==> config.mk <==
export PLATFORM = sky130hd
export DESIGN_NAME = fft_frame_loader
export DESIGN_NICKNAME = d
export VERILOG_FILES = /design/src/rtl/fft_frame_loader.sv
export SDC_FILE = /design/constraint.sdc
export NUM_CORES = 1
export LEC_CHECK = 0
export ABC_AREA = 1
export CAP_MARGIN = 10
export CELL_PAD_IN_SITES_DETAIL_PLACEMENT = 1
export CELL_PAD_IN_SITES_GLOBAL_PLACEMENT = 1
export CORE_MARGIN = 3
export CORE_UTILIZATION = 44
export DETAILED_ROUTE_END_ITERATION = 10
export HOLD_SLACK_MARGIN = 0.12
export PLACE_DENSITY_LB_ADDON = 0.1
export REMOVE_ABC_BUFFERS = 1
export SETUP_SLACK_MARGIN = 0.15
export SYNTH_ARGS = -nofsm -noshare
export SYNTH_HDL_FRONTEND = slang
export SYNTH_SLANG_ARGS = --single-unit
==> constraint.sdc <==
create_clock -name clk -period 2.7 [get_ports clk]
set_input_delay 0.54 -clock clk [delete_from_list [all_inputs] [get_ports clk]]
set_output_delay 0.54 -clock clk [all_outputs]
set_load 0.005 [all_outputs]
==> src/rtl/fft_frame_loader.sv <==
// Double-buffered sample collector for the FFT processor: packs a serial sample stream into
// 16-word frames and launches each full bank with a one-cycle new_t pulse gated by fft_done.
module fft_frame_loader #(
    parameter bit BITREV = 1'b0,
    parameter bit SIGNED = 1'b1
) (
    input  logic        clk,
    input  logic        rst_n,
    input  logic [15:0] sample_in,
    input  logic        sample_valid,
    output logic        sample_ready,
    input  logic        fft_done,
    output logic        new_t,
    output logic [15:0] t0,
    output logic [15:0] t1,
    output logic [15:0] t2,
    output logic [15:0] t3,
    output logic [15:0] t4,
    output logic [15:0] t5,
    output logic [15:0] t6,
    output logic [15:0] t7,
    output logic [15:0] t8,
    output logic [15:0] t9,
    output logic [15:0] t10,
    output logic [15:0] t11,
    output logic [15:0] t12,
    output logic [15:0] t13,
    output logic [15:0] t14,
    output logic [15:0] t15,
    output logic [7:0]  frame_count
);

    logic [15:0] r_bank [2][16];
    logic [1:0]  r_full;
    logic [3:0]  r_wr_cnt;
    logic        r_wr_ptr;
    logic        r_rd_ptr;
    logic        r_new_t;
    logic [7:0]  r_frame_count;

    logic        w_accept;
    logic        w_fill_done;
    logic        w_launch;
    logic [3:0]  w_wr_addr;
    logic [15:0] w_wr_data;
    logic [1:0]  w_full_next;

    // Handshake: a sample moves on a rising edge where sample_valid and sample_ready are both high.
    assign sample_ready = !r_full[r_wr_ptr];
    assign w_accept     = sample_valid && sample_ready;
    assign w_fill_done  = w_accept && (r_wr_cnt == 4'd15);
    assign w_wr_addr    = BITREV ? {r_wr_cnt[0], r_wr_cnt[1], r_wr_cnt[2], r_wr_cnt[3]} : r_wr_cnt;
    assign w_wr_data    = SIGNED ? sample_in : {~sample_in[15], sample_in[14:0]};
    assign w_launch     = r_full[r_rd_ptr] && fft_done && !r_new_t;

    // Fill and capture always target opposite banks, so both updates can land on one edge.
    always_comb begin
        w_full_next = r_full;
        if (r_new_t) w_full_next[r_rd_ptr] = 1'b0;
        if (w_fill_done) w_full_next[r_wr_ptr] = 1'b1;
    end

    always_ff @(posedge clk or negedge rst_n) begin
        if (!rst_n) begin
            for (int b = 0; b < 2; b++) begin
                for (int i = 0; i < 16; i++) begin
                    r_bank[b][i] <= '0;
                end
            end
        end else if (w_accept) begin
            r_bank[r_wr_ptr][w_wr_addr] <= w_wr_data;
        end
    end

    always_ff @(posedge clk or negedge rst_n) begin
        if (!rst_n) begin
            r_full        <= '0;
            r_wr_cnt      <= '0;
            r_wr_ptr      <= 1'b0;
            r_rd_ptr      <= 1'b0;
            r_new_t       <= 1'b0;
            r_frame_count <= '0;
        end else begin
            r_full  <= w_full_next;
            r_new_t <= w_launch;
            if (w_accept) begin
                r_wr_cnt <= r_wr_cnt + 4'd1;
                if (r_wr_cnt == 4'd15) r_wr_ptr <= ~r_wr_ptr;
            end
            // The processor loads t0..t15 on the edge that ends the new_t pulse.
            if (r_new_t) begin
                r_rd_ptr      <= ~r_rd_ptr;
                r_frame_count <= r_frame_count + 8'd1;
            end
        end
    end

    assign new_t       = r_new_t;
    assign frame_count = r_frame_count;

    assign t0  = r_bank[r_rd_ptr][0];
    assign t1  = r_bank[r_rd_ptr][1];
    assign t2  = r_bank[r_rd_ptr][2];
    assign t3  = r_bank[r_rd_ptr][3];
    assign t4  = r_bank[r_rd_ptr][4];
    assign t5  = r_bank[r_rd_ptr][5];
    assign t6  = r_bank[r_rd_ptr][6];
    assign t7  = r_bank[r_rd_ptr][7];
    assign t8  = r_bank[r_rd_ptr][8];
    assign t9  = r_bank[r_rd_ptr][9];
    assign t10 = r_bank[r_rd_ptr][10];
    assign t11 = r_bank[r_rd_ptr][11];
    assign t12 = r_bank[r_rd_ptr][12];
    assign t13 = r_bank[r_rd_ptr][13];
    assign t14 = r_bank[r_rd_ptr][14];
    assign t15 = r_bank[r_rd_ptr][15];

endmodule

==> results of run 1 <==
## critical path, stage by stage, from the launching register on
cell and delay (ps):
dfrtp_4 460, buf_12 190, inv_16 50, buf_12 120
buf_12 130, buf_12 120, buf_16 120, buf_8 130
buf_6 120, nand2_2 60, nand2_2 70, buf_6 120
## power by group
group,internal [mW],switching [mW]
clock,4.77,3.49
combinational,9.62,11.1
sequential,10.9,2.48
total,25.3,17.0
## metrics by stage
stage	cells	setup TNS [ps]	area (um2)	setup slack (ps)
final	4391	-5388	33890	-165.1
after global routing	4390	-10050	33880	-208.9
after CTS	4323	-6777	31930	-175.0
after detailed placement	4091	0	28010	179.6
after global placement	4091	0	28010	259.2
after floorplan	3011	-2706900	23280	-8144
## metal layers
layer  GRT usage  vias up
li1            -    10780
met1      0.4514    13060
met2      0.5740     1285
met3     0.06354      420
met4      0.1369        8
met5           0        -
## how the worst min path moves through the flow
stage / from / endpoint
2_1_floorplan: rst_n / frame_count[0]
3_3_place_gp: r_bank[374] / r_bank[374]
3_5_place_dp: r_bank[183] / r_bank[183]
4_1_cts: sample_in[15] / r_bank[111]
5_1_grt: sample_in[15] / r_bank[159]
6_report: sample_in[13] / r_bank[173]
## sequential cells by signal, summed over array words and instances (netlist names)
register	flops
frame_count	8
new_t	1
r_bank	512
r_full	2
r_rd_ptr	1
r_wr_cnt	4
r_wr_ptr	1
## synthesized netlist by cell type, types with 2 or more instances
| master | count | area share |
|---|---|---|
| nand2_1 | 2030 | 0.31 |
| dfrtp_1 | 529 | 0.55 |
| nand3_1 | 182 | 0.038 |
| o21ai_0 | 141 | 0.029 |
| clkbuf_1 | 136 | 0.021 |
| buf_2 | 64 | 0.013 |
| inv_1 | 24 | 0.0037 |
| nor2_2 | 23 | 0.0059 |
| nand2_2 | 20 | 0.0052 |
| nand4_1 | 17 | 0.0044 |
| buf_4 | 11 | 0.0034 |
| o21ai_1 | 11 | 0.0023 |
| nor2_4 | 9 | 0.0042 |
| buf_6 | 6 | 0.0028 |
| ha_1 | 5 | 0.0026 |
| inv_2 | 5 | 0.00077 |
| xor2_1 | 4 | 0.0014 |
| nor2_1 | 3 | 0.00046 |
| clkbuf_2 | 2 | 0.00041 |
| clkinv_1 | 2 | 0.00031 |
| nor3_1 | 2 | 0.00041 |
## kinds of logic after synthesis
logic type	Yosys count
AO/OA/AOI/OAI	153
XOR/XNOR	5
adder cells (fa/ha/maj)	5
buffers and inverters	251
flip-flops	529
AND/OR/NAND/NOR	2287
## layout make-up
class / instances / area (um2)
Clock inverter: 10 / 128.9
Antenna cell: 1 / 2.502
Timing Repair Buffer: 577 / 6356
Fill cell: 6365 / 20350
Tap cell: 696 / 870.8
Multi-Input combinational cell: 2450 / 11320
Sequential cell: 529 / 13240
Clock buffer: 94 / 1788
Timing Repair inverter: 2 / 36.28
Inverter: 32 / 142.6
## what timing repair did
action | CTS | global route
pin swaps | 45 | 87
gates resized for setup | 849 | 617
endpoints found under the setup margin | 257 | 242
gates cloned | 31 | 4
endpoints found under the hold margin | 46 | 0
buffers inserted | 96 | 63
hold buffers | 1 | 0
==> results.py, run 1 <==
metrics = {
    "synthesis": {
        "async_reset_ff_frac": 1.000,
        "netlist_area_um2": 24270,
        "synth_flop_cell": "dfrtp_1",
        "synth-xor-area-share": 0.001804,
        "synth.avg_cell_area_um2": 7.514,
        "ys_seq_elements": 529,
        "synth-simple-area-share": 0.3727,
        "synth_mux_area_frac": 0,
        "synth_edf_count": 0,
        "yosys.area_share.adder": 0.002578,
        "synth_compound_gate_area_share": 0.03165,
        "seq_area_frac_synth": 0.5454,
        "netlist_instances": 3230,
        "synth_cell_types": 25,
        "ys_warn_count": 0,
        "synth_top_family_by_area": "simple AND/OR/NAND/NOR gates",
    },
    "timing": {
        "period_needed_ps": 2865,
        "final_max_slew_viol_count": 0,
        "skew_ps": 17.49,
        "finalHoldViolCount": 0,
        "relSlewSlack": 0.3367,
        "fin_crit_sh": 1.061,
        "tightest_slew_ps": 995.0,
        "fmax_mhz": 349.0,
        "whs_ps": 409.9,
        "setup_slack_ps": -165.1,
        "rsz0062_at_grt": "true",
        "setup_viol": 94,
    },
    "setup_path": {
        "regToRegSetupSlack_ps": 270,
        "reg2regPathDepth": 7,
        "reg2reg_from": "r_wr_ptr",
        "crit_start": "r_rd_ptr",
        "cp-start-kind": "register",
        "worstPathMaxFanout": 5,
        "arrival_ps": 2330,
        "r2r-end": "r_bank[170]",
        "critPathKind": "register to output pin",
        "worstSetupEndpoint": "t6[5]",
        "endpoint_kind": "output pin",
        "crit_required_ps": 2160,
    },
    "pwr": {
        "vdd.ir_drop.worst_uv": 549.4,
        "power_density_nw_per_um2": 1249,
        "power_mw": 42.32,
        "p_leak_nw": 19.26,
    },
    "drt": {
        "ant_nets": 0,
        "met1_length_um": 42820,
        "wl_per_cell_um": 25.68,
        "routed_wirelength_um": 112800,
        "routed_via_density": 5.819,
        "met3_length_um": 9229,
        "drtPass1Iterations": 6,
        "drc_errors": 0,
        "met2WireLength_um": 54500,
        "drtIter0Drc": 2083,
        "routed.top_layer": "met5",
        "vias": 25550,
    },
    "placement": {
        "finalWeightedCongestion": 0.8048,
        "place_hpwl_um": 55860,
        "io_buffer_count": 285,
    },
    "global_route": {
        "grt_pass1_vias": 25860,
        "grt_usage": 0.3456,
        "antenna_found_initial": 5,
        "grt_max_degree": 78,
        "overflow": 0,
        "grt_pass1_wl_um": 153400,
    },
    "worst_hold_path": {
        "min_path_cells": 4,
        "worstHoldPathType": "input port to register",
    },
    "clocking": {
        "cts-root-buf": "clkbuf_16",
        "cts_tree": "yes",
        "cts.clk_slew.worst_paths_ps": 70,
        "clockBufferDepth": 3,
        "cts_max_level": 2,
        "clk_latency_ps": 630,
        "cts_buffers": 57,
        "cts.sink_count": 529,
    },
    "layout": {
        "final_common_cell": "nand2_1",
        "drive_gt1_frac": 0.2574,
        "utilization": 0.6247,
        "area_growth_syn_to_layout_pct": 39.61,
        "final_cell_mix": "nand2_1, dfrtp_1, nand2_2, nand3_1, o21ai_0",
        "nNetsFinal": 3674,
    },
    "floorplanning": {
        "ios": 286,
        "start_util": 0.4475,
        "core_area_um2": 54240,
        "dieHeight_um": 240.9,
        "die_area_um2": 58020,
        "dieWidth_um": 240.9,
        "row_count": 85,
    },
    "status": {
        "failed_checks": "setup timing",
        "status": "complete, but fails checks",
    },
    "run": {
        "maxCapViolations": 0,
    },
}
(Power assumes the default switching activity.)
==> inputs of run 2 (changes only) <==
--- a/config.mk
+++ b/config.mk
@@ -9,13 +9,11 @@
 export CAP_MARGIN = 10
 export CELL_PAD_IN_SITES_DETAIL_PLACEMENT = 1
 export CELL_PAD_IN_SITES_GLOBAL_PLACEMENT = 1
-export CORE_MARGIN = 3
 export CORE_UTILIZATION = 44
 export DETAILED_ROUTE_END_ITERATION = 10
 export HOLD_SLACK_MARGIN = 0.12
 export PLACE_DENSITY_LB_ADDON = 0.1
 export REMOVE_ABC_BUFFERS = 1
-export SETUP_SLACK_MARGIN = 0.15
 export SYNTH_ARGS = -nofsm -noshare
 export SYNTH_HDL_FRONTEND = slang
 export SYNTH_SLANG_ARGS = --single-unit
==> constraint.sdc (replaced) <==
create_clock -name clk -period 2.7 [get_ports clk]
set_input_delay 0.81 -clock clk [delete_from_list [all_inputs] [get_ports clk]]
set_output_delay 0.81 -clock clk [all_outputs]
set_load 0.005 [all_outputs]
==> run 2 against run 1 <==
Against the previous run: critical endpoint is now t7[7]; largest power group unchanged; clock power down 1%; sequential power down 5%; the run still ends with setup timing left; via count down 9.3%.
==> results.py, run 2 (synthesized netlist as in run 1, its figures left out) <==
metrics = {
    "drt": {
        "wl_per_cell_um": 21.73,
        "drtPass1Iterations": 5,
        "routed_wirelength_um": 92760,
        "drtIter0Drc": 1660,
        "ant_nets": 0,
        "routed_via_density": 5.430,
        "drc_errors": 0,
        "vias": 23180,
    },
    "floorplanning": {
        "start_util": 0.4484,
        "ios": 286,
        "dieHeight_um": 236.9,
        "row_count": 85,
        "dieWidth_um": 236.9,
        "die_area_um2": 56110,
        "core_area_um2": 54130,
    },
    "placement": {
        "place_hpwl_um": 56810,
        "finalWeightedCongestion": 0.8104,
        "io_buffer_count": 285,
        "post_dp_cell_area_um2": 28400,
        "dp_cells": 4118,
    },
    "setup_path": {
        "worstPathMaxFanout": 9,
        "arrival_ps": 2330,
        "crit_required_ps": 1890,
        "endpoint_kind": "output pin",
        "cp-start-kind": "register",
        "critPathKind": "register to output pin",
    },
    "run": {
        "maxCapViolations": 0,
    },
    "timing": {
        "fin_crit_sh": 1.162,
        "relSlewSlack": 0.4521,
        "rsz0062_at_grt": "true",
        "skew_ps": 21.64,
        "final_max_slew_viol_count": 0,
        "setup_viol": 229,
        "period_needed_ps": 3136,
        "fmax_mhz": 318.8,
        "setup_slack_ps": -436.4,
        "tightest_slew_ps": 821.0,
        "whs_ps": 470.7,
        "finalHoldViolCount": 0,
    },
    "clocking": {
        "cts_tree": "yes",
        "cts-root-buf": "clkbuf_16",
        "cts.sink_count": 529,
        "clk_latency_ps": 630,
        "cts_buffers": 58,
        "cts.clk_slew.worst_paths_ps": 60,
        "clockBufferDepth": 3,
        "cts_max_level": 2,
    },
    "layout": {
        "num_antenna_cells": 0,
        "final_common_cell": "nand2_1",
        "largest_reg_flops": 512,
        "utilization": 0.5818,
        "multi_input_area_um2": 10140,
        "fin_area_um2": 31500,
        "regMostFlops": "r_bank",
        "finalNonFillerCells": 4269,
        "nNetsFinal": 3554,
        "fillers": 6521,
        "drive_gt1_frac": 0.1234,
        "final_cell_mix": "nand2_1, dfrtp_1, nand3_1, clkdlybuf4s50_1, o21ai_0",
        "area_growth_syn_to_layout_pct": 29.77,
        "seq_area_um2": 13240,
    },
    "global_route": {
        "antenna_found_initial": 1,
        "overflow": 0,
        "grt_pass1_wl_um": 138200,
        "grt_usage": 0.3171,
        "grt_max_degree": 101,
        "grt_pass1_vias": 23970,
    },
    "pwr": {
        "vdd.ir_drop.worst_uv": 869.0,
        "p_leak_nw": 18.24,
        "power_mw": 36.48,
        "power_density_nw_per_um2": 1158,
    },
    "status": {
        "status": "complete, but fails checks",
        "failed_checks": "setup timing",
    },
    "worst_hold_path": {
        "worstHoldPathType": "register to register",
    },
}
[run 2: cell count changes in the layout (fill, tap and decap cells not counted), sizes merged, moves of 4 or more]
| cell | previous run | this run |
|---|---|---|
| clkdlybuf4s50 | 21 | 150 |
| dlymetal6s2s | 15 | 76 |
| clkbuf | 139 | 121 |
| buf | 453 | 181 |
| clkinv | 8 | 14 |
| dlygate4sd2 | 29 | 9 |
| inv | 33 | 29 |
[run 2: critical path: stages, from the launching register on]
cell and delay [ps]:
dfrtp_4 520, buf_12 200, clkinv_16 110, clkbuf_16 160, nand2_1 70, nand2_1 120, clkdlybuf4s50_1 520
[run 2: area by class of cell]
class / instances / area share
clock buffer: 94 / 0.05653
timing repair buffer: 453 / 0.1600
clock inverter: 10 / 0.004767
multi-input combinational: 2450 / 0.3221
timing repair inverter: 5 / 0.003893
sequential: 529 / 0.4204
tap: 696 / 0.02765
inverter: 32 / 0.004688
[run 2: per-stage QoR]
| stage | worst slack [ps] | setup TNS, ps |
|---|---|---|
| after floorplan | -8414 | -2776020 |
| after global placement | -105.4 | -801.5 |
| after detailed placement | -112.4 | -2953 |
| after CTS | -484.5 | -96400 |
| after global routing | -461.5 | -71120 |
| final | -436.4 | -60620 |
[run 2: path summary, 6_finish.rpt]
path	startpoint	endpoint	slack (ps)	cells after the start
worst max-delay path	r_rd_ptr	t7[7]	-440	6
worst min-delay path	r_bank[33]	r_bank[33]	470	2
worst max register to register	r_wr_cnt[1]	r_bank[484]	410	7
worst min register to register	r_bank[33]	r_bank[33]	470	2
max in group asynchronous	rst_n	r_bank[479]	1110	3
min in group asynchronous	rst_n	frame_count[4]	680	2
[run 2: timing repair]
action,CTS,global route
pin swaps,0,9
setup endpoints to repair,257,254
hold buffers,1,0
hold endpoints to repair,29,0
gates resized for setup,95,210
setup buffers,3,20
gates cloned,2,21
[run 2: power breakdown]
group / internal, mW / leakage, nW / switching, mW / total, mW
registers: 10.9 / 7.05 / 1.84 / 12.7
clock network: 4.84 / 0.949 / 3.32 / 8.17
logic: 6.90 / 10.2 / 8.67 / 15.6
[run 2: layer usage]
layer,GRT usage,share of wire
met5,0,0.00014
met4,0.1128,0.036
met3,0.03532,0.043
met2,0.5397,0.50
met1,0.4193,0.42
